File: config.mk
export PLATFORM = sky130hd
export DESIGN_NAME = score_display
export DESIGN_NICKNAME = d
export VERILOG_FILES = /design/src/rtl/score_display_pkg.sv /design/src/rtl/bin2bcd_seq.sv /design/src/rtl/score_display.sv
export SDC_FILE = /design/constraint.sdc
export NUM_CORES = 1
export LEC_CHECK = 0
export CAP_MARGIN = 20
export CORE_MARGIN = 2
export CORE_UTILIZATION = 55
export CTS_CLUSTER_DIAMETER = 30
export CTS_CLUSTER_SIZE = 14
export DETAILED_ROUTE_END_ITERATION = 6
export PLACE_DENSITY = 0.86
export SYNTH_ARGS = -nofsm -noshare
export SYNTH_HDL_FRONTEND = slang
export SYNTH_SLANG_ARGS = --single-unit
File: constraint.sdc
create_clock -name clk -period 5.7 [get_ports clk]
set_input_delay 0.855 -clock clk [delete_from_list [all_inputs] [get_ports clk]]
set_output_delay 0.855 -clock clk [all_outputs]
set_load 0.01 [all_outputs]
File: src/rtl/score_display_pkg.sv
// Shared constants for the score display path: widths, converter FSM
// encoding, 7-segment codes and the double-dabble adjust step.
package score_display_pkg;

  localparam int SCORE_W    = 14;
  localparam int BCD_DIGITS = 4;
  localparam int BCD_W      = 4 * BCD_DIGITS;

  // Converter FSM encoding
  localparam logic [1:0] ST_IDLE   = 2'd0;
  localparam logic [1:0] ST_SHIFT  = 2'd1;
  localparam logic [1:0] ST_COMMIT = 2'd2;

  // Active-low segment codes, bit order {g,f,e,d,c,b,a}
  localparam logic [6:0] SEG_0     = 7'h40;
  localparam logic [6:0] SEG_1     = 7'h79;
  localparam logic [6:0] SEG_2     = 7'h24;
  localparam logic [6:0] SEG_3     = 7'h30;
  localparam logic [6:0] SEG_4     = 7'h19;
  localparam logic [6:0] SEG_5     = 7'h12;
  localparam logic [6:0] SEG_6     = 7'h02;
  localparam logic [6:0] SEG_7     = 7'h78;
  localparam logic [6:0] SEG_8     = 7'h00;
  localparam logic [6:0] SEG_9     = 7'h10;
  localparam logic [6:0] SEG_BLANK = 7'h7F;

  function automatic logic [6:0] seg_encode(input logic [3:0] digit);
    case (digit)
      4'd0:    seg_encode = SEG_0;
      4'd1:    seg_encode = SEG_1;
      4'd2:    seg_encode = SEG_2;
      4'd3:    seg_encode = SEG_3;
      4'd4:    seg_encode = SEG_4;
      4'd5:    seg_encode = SEG_5;
      4'd6:    seg_encode = SEG_6;
      4'd7:    seg_encode = SEG_7;
      4'd8:    seg_encode = SEG_8;
      4'd9:    seg_encode = SEG_9;
      default: seg_encode = SEG_BLANK;
    endcase
  endfunction

  // Add 3 to every BCD nibble that is >= 5, ahead of the left shift
  function automatic logic [BCD_W-1:0] dabble_adjust(input logic [BCD_W-1:0] bcd);
    logic [BCD_W-1:0] res;
    res = bcd;
    for (int k = 0; k < BCD_DIGITS; k++) begin
      if (bcd[k*4 +: 4] >= 4'd5) res[k*4 +: 4] = bcd[k*4 +: 4] + 4'd3;
    end
    return res;
  endfunction

endpackage

File: src/rtl/bin2bcd_seq.sv
// Sequential double-dabble: one binary bit per clock, SCORE_W shift cycles
// followed by a single commit cycle that pulses done_o.
module bin2bcd_seq
  import score_display_pkg::*;
(
  input  logic               clk,
  input  logic               rst_n,
  input  logic               start_i,
  input  logic [SCORE_W-1:0] bin_i,
  output logic               busy_o,
  output logic               done_o,
  output logic [BCD_W-1:0]   bcd_o
);

  logic [1:0]         state_q, state_d;
  logic [SCORE_W-1:0] bin_q, bin_d;
  logic [BCD_W-1:0]   bcd_q, bcd_d;
  logic [3:0]         cnt_q, cnt_d;
  logic [BCD_W-1:0]   bcd_adj;

  assign bcd_adj = dabble_adjust(bcd_q);

  // Next-state logic for the IDLE -> SHIFT x14 -> COMMIT sequence
  always_comb begin
    // NOTE: every output of this block gets a default first so no latch is inferred.
    state_d = state_q;
    bin_d   = bin_q;
    bcd_d   = bcd_q;
    cnt_d   = cnt_q;
    case (state_q)
      ST_IDLE: begin
        if (start_i) begin
          bin_d   = bin_i;
          bcd_d   = '0;
          cnt_d   = '0;
          state_d = ST_SHIFT;
        end
      end
      ST_SHIFT: begin
        bcd_d = {bcd_adj[BCD_W-2:0], bin_q[SCORE_W-1]};
        bin_d = {bin_q[SCORE_W-2:0], 1'b0};
        cnt_d = cnt_q + 4'd1;
        if (cnt_q == 4'(SCORE_W - 1)) state_d = ST_COMMIT;
      end
      ST_COMMIT: state_d = ST_IDLE;
      default:   state_d = ST_IDLE;
    endcase
  end

  // State and datapath registers with synchronous reset
  always_ff @(posedge clk) begin
    // NOTE: sequential state uses non-blocking assignments so all registers update together.
    if (!rst_n) begin
      // NOTE: the shift/BCD registers are plain flops, not memory, so resetting them is cheap and keeps sim free of X.
      state_q <= ST_IDLE;
      bin_q   <= '0;
      bcd_q   <= '0;
      cnt_q   <= '0;
    end else begin
      state_q <= state_d;
      bin_q   <= bin_d;
      bcd_q   <= bcd_d;
      cnt_q   <= cnt_d;
    end
  end

  assign busy_o = (state_q != ST_IDLE);
  assign done_o = (state_q == ST_COMMIT);
  assign bcd_o  = bcd_q;

endmodule

File: src/rtl/score_display.sv
// Score display top: selects score or high score, clamps, converts to BCD
// when the value changes, and multiplexes four active-low 7-segment digits.
module score_display
  import score_display_pkg::*;
#(
  parameter int REFRESH_BITS  = 18,
  parameter int BLANK_LEADING = 1,
  parameter int CLAMP_MAX     = 9999
) (
  input  logic               clk,
  input  logic               rst_n,
  input  logic [SCORE_W-1:0] score,
  input  logic [SCORE_W-1:0] high_score,
  input  logic               show_high,
  output logic [6:0]         seg,
  output logic [3:0]         an,
  output logic               dp,
  output logic               busy
);

  localparam logic [SCORE_W-1:0] CLAMP_V = SCORE_W'(CLAMP_MAX);

  logic [SCORE_W-1:0]      val_c, clamped_c;
  logic [SCORE_W-1:0]      last_q;
  logic                    valid_q;
  logic [BCD_W-1:0]        digits_q;
  logic [REFRESH_BITS-1:0] refresh_q;
  logic [6:0]              seg_q, seg_d;
  logic [3:0]              an_q, an_d;
  logic                    start_c, conv_busy, conv_done;
  logic [BCD_W-1:0]        conv_bcd;
  logic [1:0]              idx;
  logic [3:0]              cur_digit;
  logic [3:0]              blank_vec;

  assign val_c     = show_high ? high_score : score;
  assign clamped_c = (val_c > CLAMP_V) ? CLAMP_V : val_c;

  // A conversion starts in IDLE when nothing valid is shown or the value moved
  assign start_c = !conv_busy && (!valid_q || (clamped_c != last_q));

  bin2bcd_seq u_bin2bcd (
    .clk     (clk),
    .rst_n   (rst_n),
    .start_i (start_c),
    .bin_i   (clamped_c),
    .busy_o  (conv_busy),
    .done_o  (conv_done),
    .bcd_o   (conv_bcd)
  );

  // Capture the compared value on start, commit the digits on done
  always_ff @(posedge clk) begin
    if (!rst_n) begin
      last_q   <= '0;
      valid_q  <= 1'b0;
      digits_q <= '0;
    end else begin
      if (start_c) last_q <= clamped_c;
      if (conv_done) begin
        digits_q <= conv_bcd;
        valid_q  <= 1'b1;
      end
    end
  end

  // Free-running refresh counter; its top two bits pick the active digit
  always_ff @(posedge clk) begin
    if (!rst_n) refresh_q <= '0;
    else        refresh_q <= refresh_q + 1'b1;
  end

  assign idx       = refresh_q[REFRESH_BITS-1 -: 2];
  assign cur_digit = digits_q[{idx, 2'b00} +: 4];

  // Leading-zero blanking: a digit blanks when it and everything above it are zero
  always_comb begin
    blank_vec    = 4'b0000;
    blank_vec[3] = (digits_q[15:12] == 4'd0);
    blank_vec[2] = blank_vec[3] && (digits_q[11:8] == 4'd0);
    blank_vec[1] = blank_vec[2] && (digits_q[7:4] == 4'd0);
    if (BLANK_LEADING == 0) blank_vec = 4'b0000;
  end

  // Anode/segment pattern for the currently selected digit
  always_comb begin
    an_d  = ~(4'b0001 << idx);
    seg_d = seg_encode(cur_digit);
    if (blank_vec[idx]) begin
      an_d  = 4'hF;
      seg_d = SEG_BLANK;
    end
  end

  // Registered display drive so the pins change cleanly one clock after idx
  always_ff @(posedge clk) begin
    if (!rst_n) begin
      seg_q <= SEG_BLANK;
      an_q  <= 4'hF;
    end else begin
      seg_q <= seg_d;
      an_q  <= an_d;
    end
  end

  assign seg  = seg_q;
  assign an   = an_q;
  assign dp   = 1'b1;
  assign busy = conv_busy;

endmodule

# After elaboration in Yosys (flattened, before gate mapping)
# Memory sizes are Yosys's and may differ from the RTL's. A register that Yosys moved wholly into a read port is not among the register bits.
# Index checks and enable logic that the tools add are counted.
[word_totals]
elab_cells = 64
romBits = 112
regBits = 89
out_inout_bits = 13
n_memories = 1
in_bits = 31
[op_classes]
mux = 17
n_lt_le_gt_ge = 6
bitwise_logic = 2
addsub = 6
shift = 2
n_reduce_logical = 15
eq_ne = 6
[memory_table]
columns = ["name", "depth", "word_bits", "read_ports", "rd_ports_with_merged_regs", "wr", "line_no", "source"]
rows = [
  ["(no name shown)", 16, 7, 1, 1, 0, "score_display_pkg.sv:28", "case (digit)"],
]
[op_table]
columns = ["op", "n"]
rows = [
  ["two-way mux 14 bit", 3],
  ["one-hot mux 16 bit (2 select lines)", 1],
  ["one-hot mux 14 bit (2 select lines)", 1],
  ["adder 18 x 1 -> 18 bit (second input constant)", 1],
  [">= comparator 4 x 3 -> 1 bit (second input constant)", 4],
  ["two-way mux 16 bit", 1],
  ["two-way mux 4 bit", 4],
  ["indexed part select 16 x 5 -> 4 bit", 1],
  ["> comparator 14 bit (second input constant)", 1],
  ["!= test 14 bit", 1],
  ["adder 4 x 2 -> 4 bit (second input constant)", 3],
  ["logical NOT 4 bit", 3],
  ["one-hot mux 4 bit (2 select lines)", 1],
  ["adder 4 x 1 -> 4 bit (second input constant)", 1],
  ["equality test 4 bit (second input constant)", 1],
  ["two-way mux 2 bit", 2],
  ["NOT 4 bit", 1],
  ["one-hot mux 2 bit (2 select lines)", 1],
  ["AND reduction 2 bit", 2],
  ["nonzero test 2 bit", 2],
  ["left shift 1 x 2 -> 4 bit (first input constant)", 1],
  ["adder 3 x 2 -> 3 bit (second input constant)", 1],
  ["logical AND 1 bit", 3],
  ["< comparator 2 x 3 -> 1 bit (second input constant)", 1],
  ["12 further kinds", 13],
]

# Logic depth before layout (Yosys ltp)
# Gate-level depths: netlist of the first run.
[depth]
depth_word = 8
ltp_mapped = 13
mapped_depth_nobuf = 8

# Hierarchy
# A second synthesis of the first run with hierarchy kept.
[unflattened]
hier_cells = 567
area_unflattened_um2 = 4947.2
[modules_own_cells]
columns = ["mod", "seq_area_each_um2", "cells_each", "instances", "area_each_um2"]
rows = [
  ["score_display", 1201.2, 343, 1, 3121.7],
  ["bin2bcd_seq", 720.7, 224, 1, 1825.5],
]

# Worst setup path after synthesis of the first run
# Ideal clock, no wire load.
[synth_path]
path_kind = "input to register"
from = "input port show_high"
to = "register u_bin2bcd.bin_q[12]"
n_path_buf = 4
arrival_ns = 2.935
setup_time_ns = 0.119
required_time_ns = 5.581
slack_ns = 2.646
stages = 12
path_cell_list = "buf_4 > buf_6 > buf_6 > nor2_1 > a32oi_1 > xnor2_1 > nand4_1 > a2111o_1 > o31ai_4 > buf_6 > nand2_1 > o221a_2"
[synth_via]
elab_chain_len = 8
elab_cells_between_ends = 10
cone_classes = "1 x order compare; 2 x eq/ne; 4 x mux; 3 x reduce/logical"
[synth_lines]
columns = ["item", "line_no", "source"]
rows = [
  ["from (decl)", "score_display.sv:14", "input logic show_high,"],
  ["two-way mux 14 bit (*)", "score_display.sv:36", "assign val_c = show_high ? high_score : score;"],
  ["> comparator 14 bit", "score_display.sv:37", "assign clamped_c = (val_c > CLAMP_V) ? CLAMP_V : val_c;"],
  ["two-way mux 14 bit (*)", "score_display.sv:37", ""],
  ["!= test 14 bit", "score_display.sv:40", "assign start_c = !conv_busy && (!valid_q || (clamped_c != last_q));"],
  ["logical OR 1 bit", "score_display.sv:40", ""],
  ["logical AND 1 bit", "score_display.sv:40", ""],
  ["!= test 2 bit (no line)", "-", ""],
  ["AND reduction 2 bit (no line)", "-", ""],
  ["to (signal assigned)", "bin2bcd_seq.sv:61", "bin_q <= bin_d;"],
  ["to (decl)", "bin2bcd_seq.sv:16", "logic [SCORE_W-1:0] bin_q, bin_d;"],
]
# Every way passes the cells marked *; elsewhere a longest branch is shown, timed or not. The select of a mux whose other input is x is not followed.
# A chain may end at the register's enable or synchronous reset.

# Worst setup path after layout of the first run
# Ends and elaborated chain as after synthesis.

==> results.py, run 1 <==
metrics = {
    "sta": {
        "maxSlewViolCount": 0,
        "setup_violations": 0,
        "final.period_utilization_pct": 70.7,
        "worstMarginPinSlew_ns": 0.722,
        "grt_setup_unrepaired": "false",
        "tns_ns": 0,
        "hold_viol": 0,
        "timing.hold.ws_ns": 0.446,
        "slew-limit-headroom_pct": 51.7,
        "period_minus_slack_ns": 4.03,
        "fin_skew_ns": 0.0123,
        "fmax_mhz": 248,
    },
    "final_layout": {
        "post-route-util_pct": 63.8,
        "drive_above_1_share_pct": 6.96,
        "area_growth_pct": 13.3,
        "stdcell_area_um2": 5530,
        "diodes": 0,
        "nets": 660,
    },
    "critical_path": {
        "critPathMaxFanout": 39,
        "startpoint_type": "input port",
        "crit_required_ns": 5.96,
        "reg2reg_to": "u_bin2bcd.bin_q[12]",
        "reg2reg_slack_ns": 3.02,
        "crit_arrival_ns": 4.29,
        "critPathCaptureType": "flop",
        "path_class": "input port to flop",
        "r2r-start": "last_q[3]",
        "reg2regPathDepth": 9,
    },
    "cts": {
        "post_cts_buffers": 0,
        "cts_resized": 0,
        "cts_buffers": 9,
        "cts_sinks": 96,
        "postCtsHoldBufs": 0,
        "cts_tree": "built",
        "clk_pin_slew_worst_paths_ns": 0.09,
        "cts_buffer_depth": 2,
        "clk_latency_ns": 0.37,
        "cts-root-buf": "clkbuf_8",
        "htree_levels": 3,
    },
    "yosys": {
        "synth_fp_nets": 631,
        "syn_inst": 584,
        "postSynthAreaPerCell_um2": 8.36,
        "seq_area_frac_synth_pct": 39.3,
        "synth_edf_count": 0,
        "synth_seq_cells": 96,
        "synthArstFlopShare_pct": 0,
        "ys.warnings.count": 0,
        "synth_ff_type": "dfxtp_1",
        "mappedNetlistArea_um2": 4880,
        "ys_types": 56,
    },
    "placement": {
        "io_buffers": 42,
        "placed_cell_area_um2": 5320,
        "globalplace.congestion": 0.936,
        "dp.final_hpwl_um": 7800,
    },
    "die": {
        "fp.dieH_um": 98.2,
        "coreArea_um2": 8680,
        "initial_core_util_pct": 56.3,
        "ioPinCount": 44,
        "num_rows": 34,
        "die_w_um": 98.2,
        "die_area_um2": 9650,
    },
    "detailed_routing": {
        "drt-initial-drc-count": 280,
        "vias": 4255,
        "routed_wl_um": 10800,
        "drt-pass1-iter-count": 4,
        "wl_per_cell_um": 14.8,
        "viasPerCell": 5.86,
        "route.detailed.drc": 0,
        "ant_nets": 0,
    },
    "grt": {
        "grt_usage_pct": 23.1,
        "grt_pass1_vias": 4140,
        "antenna_found_initial": 0,
        "grt_first_pass_wirelength_um": 18600,
        "grt_max_degree": 68,
        "gr-total-overflow": 0,
    },
    "status": {
        "run_status": "finished clean",
    },
    "power": {
        "power_density_nw_per_um2": 236,
        "power_leakage_nw": 1.99,
        "ir_drop_v": 0.0000997,
    },
    "min_path": {
        "whs_endpoint": "u_bin2bcd.bin_q[10]",
        "hold_path.class": "flop to flop",
        "hold_path_startpoint": "u_bin2bcd.bin_q[10]",
        "hold_depth": 2,
    },
    "job": {
        "cap_viol_max_count": 0,
    },
}
==> state kept, by name, summed over array words and instances, names as in the netlist <==
name               count
digits_q              16
u_bin2bcd.bin_q       14
last_q                14
u_bin2bcd.bcd_o       16
valid_q                1
refresh_q             18
u_bin2bcd.state_q      2
seg                    7
u_bin2bcd.cnt_q        4
an                     4
==> report_power, final <==
part | internal, mW | switching, mW | total, mW | leakage, nW
Clock | 0.165 | 0.250 | 0.415 | 0.0814
Combinational | 0.0802 | 0.0986 | 0.179 | 1.12
Sequential | 0.695 | 0.0183 | 0.713 | 0.784
Total | 0.940 | 0.367 | 1.31 | 1.99
==> routing by layer <==
metal	wire, um	share of wire [%]	global-route usage (%)	up-vias
met4	206	1.9	8.54	0
met2	5330	49	39.6	122
met1	4670	43	29.4	2005
met5	0	0	0	-
li1	-	-	-	2107
met3	564	5.2	3.72	21
==> cell usage after synthesis, drive strengths merged (12+ instances only) <==
cell type  instances  area (um^2)
dfxtp             96         1920
nand2             70          263
nor2              58          218
a21oi             49          245
nand3             35          175
inv               32          120
o21ai             27          135
mux2i             20          208
clkbuf            19         71.3
ha                16          200
a211oi            14          105
xor2              14          123
xnor2             13          114
buf               12         98.8
==> kinds of logic (layout without fill, tap and decap cells) <==
family	count (synthesis)	after routing	share of synthesized area, %
XOR/XNOR	27	27	4.84
buffers and inverters	64	98	6.02
AO/OA/AOI/OAI	132	132	17.4
other	1	1	0.0768
AND/OR/NAND/NOR	219	219	21.0
flip-flops	96	96	39.3
adder cells (fa/ha/maj)	16	16	4.10
multiplexers	29	29	7.25
==> layout by cell type, fill, tap and decap left out, types with 3 or more instances in the layout <==
cell type        netlist  final
a211oi_1              14     14
a21oi_1               49     49
a31oi_1               11     11
and2_1                 5      5
and3_1                 3      3
buf_4                  4      5
clkbuf_8               0      9
clkdlybuf4s50_1        0     42
clkinvlp_4             0      3
dfxtp_1               96     96
ha_1                  16     16
inv_1                 32     31
mux2_2                 5      5
mux2i_1               18     18
mux4_2                 4      4
nand2_1               70     70
nand2b_1               7      7
nand3_1               35     35
nand4_1                5      5
nor2_1                58     58
nor2b_1                4      4
nor3_1                10     10
nor4_1                 6      6
o21ai_0               27     27
o221ai_1               9      9
o32ai_1                3      3
or3_1                  7      7
xnor2_1               13     13
xor2_1                14     14
==> worst max path at each step <==
stage / start / to / depth (start not counted)
finish: show_high / u_bin2bcd.bin_q[12] / 11
global route: show_high / last_q[11] / 11
CTS: show_high / u_bin2bcd.bin_q[12] / 10
detailed placement: show_high / u_bin2bcd.bin_q[12] / 10
global placement: show_high / u_bin2bcd.bin_q[12] / 11
floorplan: show_high / u_bin2bcd.bin_q[12] / 12
==> critical path: stages <==
cell             delay, ns
clkdlybuf4s50_1       0.74
buf_4                 0.34
mux2i_1               0.44
and4bb_2              0.28
a21oi_1               0.04
nor3_1                0.12
o221ai_1              0.23
o31ai_4               0.56
buf_12                0.28
nand2_1               0.13
o221a_2               0.26
==> stage by stage <==
stage               worst slack, ns  total power [mW]  instances
floorplan                      2.65             0.843        584
global placement               1.43             0.894        708
detailed placement             1.24             0.902        708
CTS                            1.63              1.31        724
global route                   1.44              1.36        726
finish                         1.67              1.31        726
==> final cells by class <==
| class | count | area (um^2) |
|---|---|---|
| fillers | 758 | 3140 |
| multi-input cells | 424 | 2670 |
| flip-flops and latches | 96 | 1920 |
| repair buffers | 49 | 505 |
| well taps | 108 | 135 |
| clock buffers | 10 | 128 |
| inverters | 33 | 124 |
| clock inverters | 6 | 51.3 |
Note: power is estimated with default switching activity, not from simulation.
==> inputs of run 2 (changes only) <==
CORE_UTILIZATION = 52   (was 55)
PLACE_DENSITY = 0.85   (was 0.86)
clock period = 3.25 ns   (was 5.7 ns; I/O delays follow)
==> results.py, run 2 (synthesis results as in run 1) <==
metrics = {
    "status": {
        "run_status": "finished clean",
    },
    "grt": {
        "antenna_found_initial": 0,
        "gr-total-overflow": 0,
        "grt_first_pass_wirelength_um": 19500,
        "grt_pass1_vias": 4321,
        "grt_usage_pct": 23.7,
        "grt_max_degree": 68,
    },
    "die": {
        "num_rows": 35,
        "fp.dieH_um": 101,
        "initial_core_util_pct": 53.1,
        "die_area_um2": 10200,
        "coreArea_um2": 9200,
        "die_w_um": 101,
        "ioPinCount": 44,
    },
    "sta": {
        "fin_skew_ns": 0.0173,
        "hold_viol": 0,
        "worstMarginPinSlew_ns": 0.716,
        "grt_setup_unrepaired": "false",
        "slew-limit-headroom_pct": 52.1,
        "period_minus_slack_ns": 3.06,
        "fmax_mhz": 326,
        "timing.hold.ws_ns": 0.449,
        "final.period_utilization_pct": 94.3,
        "maxSlewViolCount": 0,
        "setup_violations": 0,
    },
    "final_layout": {
        "regArea_um2": 1920,
        "largest_register_ffs": 18,
        "nets": 700,
        "final_cell_mix": "dfxtp_1 (96), nand2_1 (70), nor2_1 (58), a21oi_1 (49), buf_4 (44)",
        "layout.cells.non_filler": 769,
        "final_common_cell": "dfxtp_1",
        "area_growth_pct": 20.2,
        "diodes": 0,
        "nFillCells": 712,
        "stdcell_area_um2": 5870,
        "drive_above_1_share_pct": 13.1,
        "multiInputGateArea_um2": 2690,
        "largest_register": "refresh_q",
        "post-route-util_pct": 63.8,
    },
    "cts": {
        "cts_sinks": 96,
        "htree_levels": 3,
        "post_cts_buffers": 0,
        "clk_latency_ns": 0.37,
        "cts-root-buf": "clkbuf_8",
        "cts_tree": "built",
        "cts_buffers": 9,
        "cts_buffer_depth": 2,
        "postCtsHoldBufs": 0,
        "clk_pin_slew_worst_paths_ns": 0.09,
    },
    "power": {
        "power.switching_mw": 0.663,
        "power_frac_seq_pct": 53.1,
        "p_int_mw": 1.69,
        "ir_drop_v": 0.000186,
        "power_density_nw_per_um2": 401,
        "pwr-share-clk_pct": 31.0,
        "power_frac_comb_pct": 15.9,
        "power_leakage_nw": 2.19,
        "swShare_pct": 28.1,
        "power.total_mw": 2.36,
    },
    "critical_path": {
        "path_class": "input port to flop",
        "crit_required_ns": 3.49,
        "startpoint_type": "input port",
        "cpPeakStageDelay_ns": 0.48,
        "crit_path_cell_trace": "clkdlybuf4s50_1 > nor4_1 > a22o_1 > buf_4 > o21a_4 > nand2_1 > a2111o_1 > o31ai_4 > buf_4 > and2_1 > a21oi_1",
        "path_common_cell": "buf_4",
        "crit_arrival_ns": 3.31,
        "critPathCaptureType": "flop",
        "critPathMaxFanout": 5,
        "cp_slowest_cell": "a2111o_1",
    },
    "placement": {
        "globalplace.congestion": 0.916,
        "placed_cell_area_um2": 5660,
        "dp.final_hpwl_um": 8410,
        "placed_cells": 753,
        "io_buffers": 42,
    },
    "min_path": {
        "hold_path.class": "flop to flop",
    },
    "detailed_routing": {
        "wl_per_cell_um": 15.2,
        "drt-initial-drc-count": 268,
        "viasPerCell": 5.81,
        "route.detailed.drc": 0,
        "drt-pass1-iter-count": 5,
        "ant_nets": 0,
        "routed_wl_um": 11700,
        "vias": 4466,
    },
    "job": {
        "cap_viol_max_count": 0,
    },
}
-- run 2: cell types whose count changed in the layout (fill, tap and decap cells not counted), sizes merged --
cell and change:
buf +40, clkinv +2, clkdlybuf4s50 -1, clkinvlp -1, dlymetal6s2s +1, inv -1
-- run 2: worst max-delay path: cells and delay by family --
kind                   cells  cell delay, ns
AND/OR/NAND/NOR            3            0.74
AO/OA/AOI/OAI              5            1.32
buffers and inverters      3            0.76
-- run 2: stage by stage --
step	worst slack (ns)	TNS, ns
detailed placement	-0.356	-12.57
CTS	0.0136	0
finish	0.186	0
floorplan	0.564	0
global route	0.0408	0
global placement	-0.197	-5.44
-- run 2: worst paths after layout --
path	start	endpoint	slack (ns)	cells past startpoint
hold / removal	refresh_q[0]	refresh_q[0]	0.45	1
setup reg to reg	last_q[3]	u_bin2bcd.bin_q[7]	0.88	9
hold reg to reg	refresh_q[0]	refresh_q[0]	0.45	1
setup / recovery	high_score[6]	u_bin2bcd.bin_q[7]	0.19	11
-- run 2: routing by layer --
layer / part of all wire [%] / vias to the layer above / track usage, %
met3: 5.0 / 23 / 3.88
met2: 51 / 147 / 43.6
met4: 1.5 / 0 / 8.32
li1: - / 2185 / -
met5: 0 / - / 0
met1: 42 / 2111 / 27.6
-- run 2: timing repair --
action                     in CTS  in global routing
resized for setup               0                  6
setup endpoints to repair       0                 45
hold endpoints to repair        0                  0
-- run 2: power by group through the flow --
stage	logic (mW)	registers, mW	clock network, mW
after floorplan	0.210	1.27	0
after global placement	0.352	1.27	0
after detailed placement	0.365	1.28	0
after CTS	0.367	1.25	0.733
after global routing	0.407	1.26	0.775
final	0.375	1.25	0.729
-- run 2: area by class of cell --
type,count,share of cell area (%)
clock buffer,10,2.17
clock inverter,6,0.895
inverter,33,2.11
multi-input combinational,424,45.9
sequential,96,32.7
tap,111,2.37
timing repair buffer,89,13.9
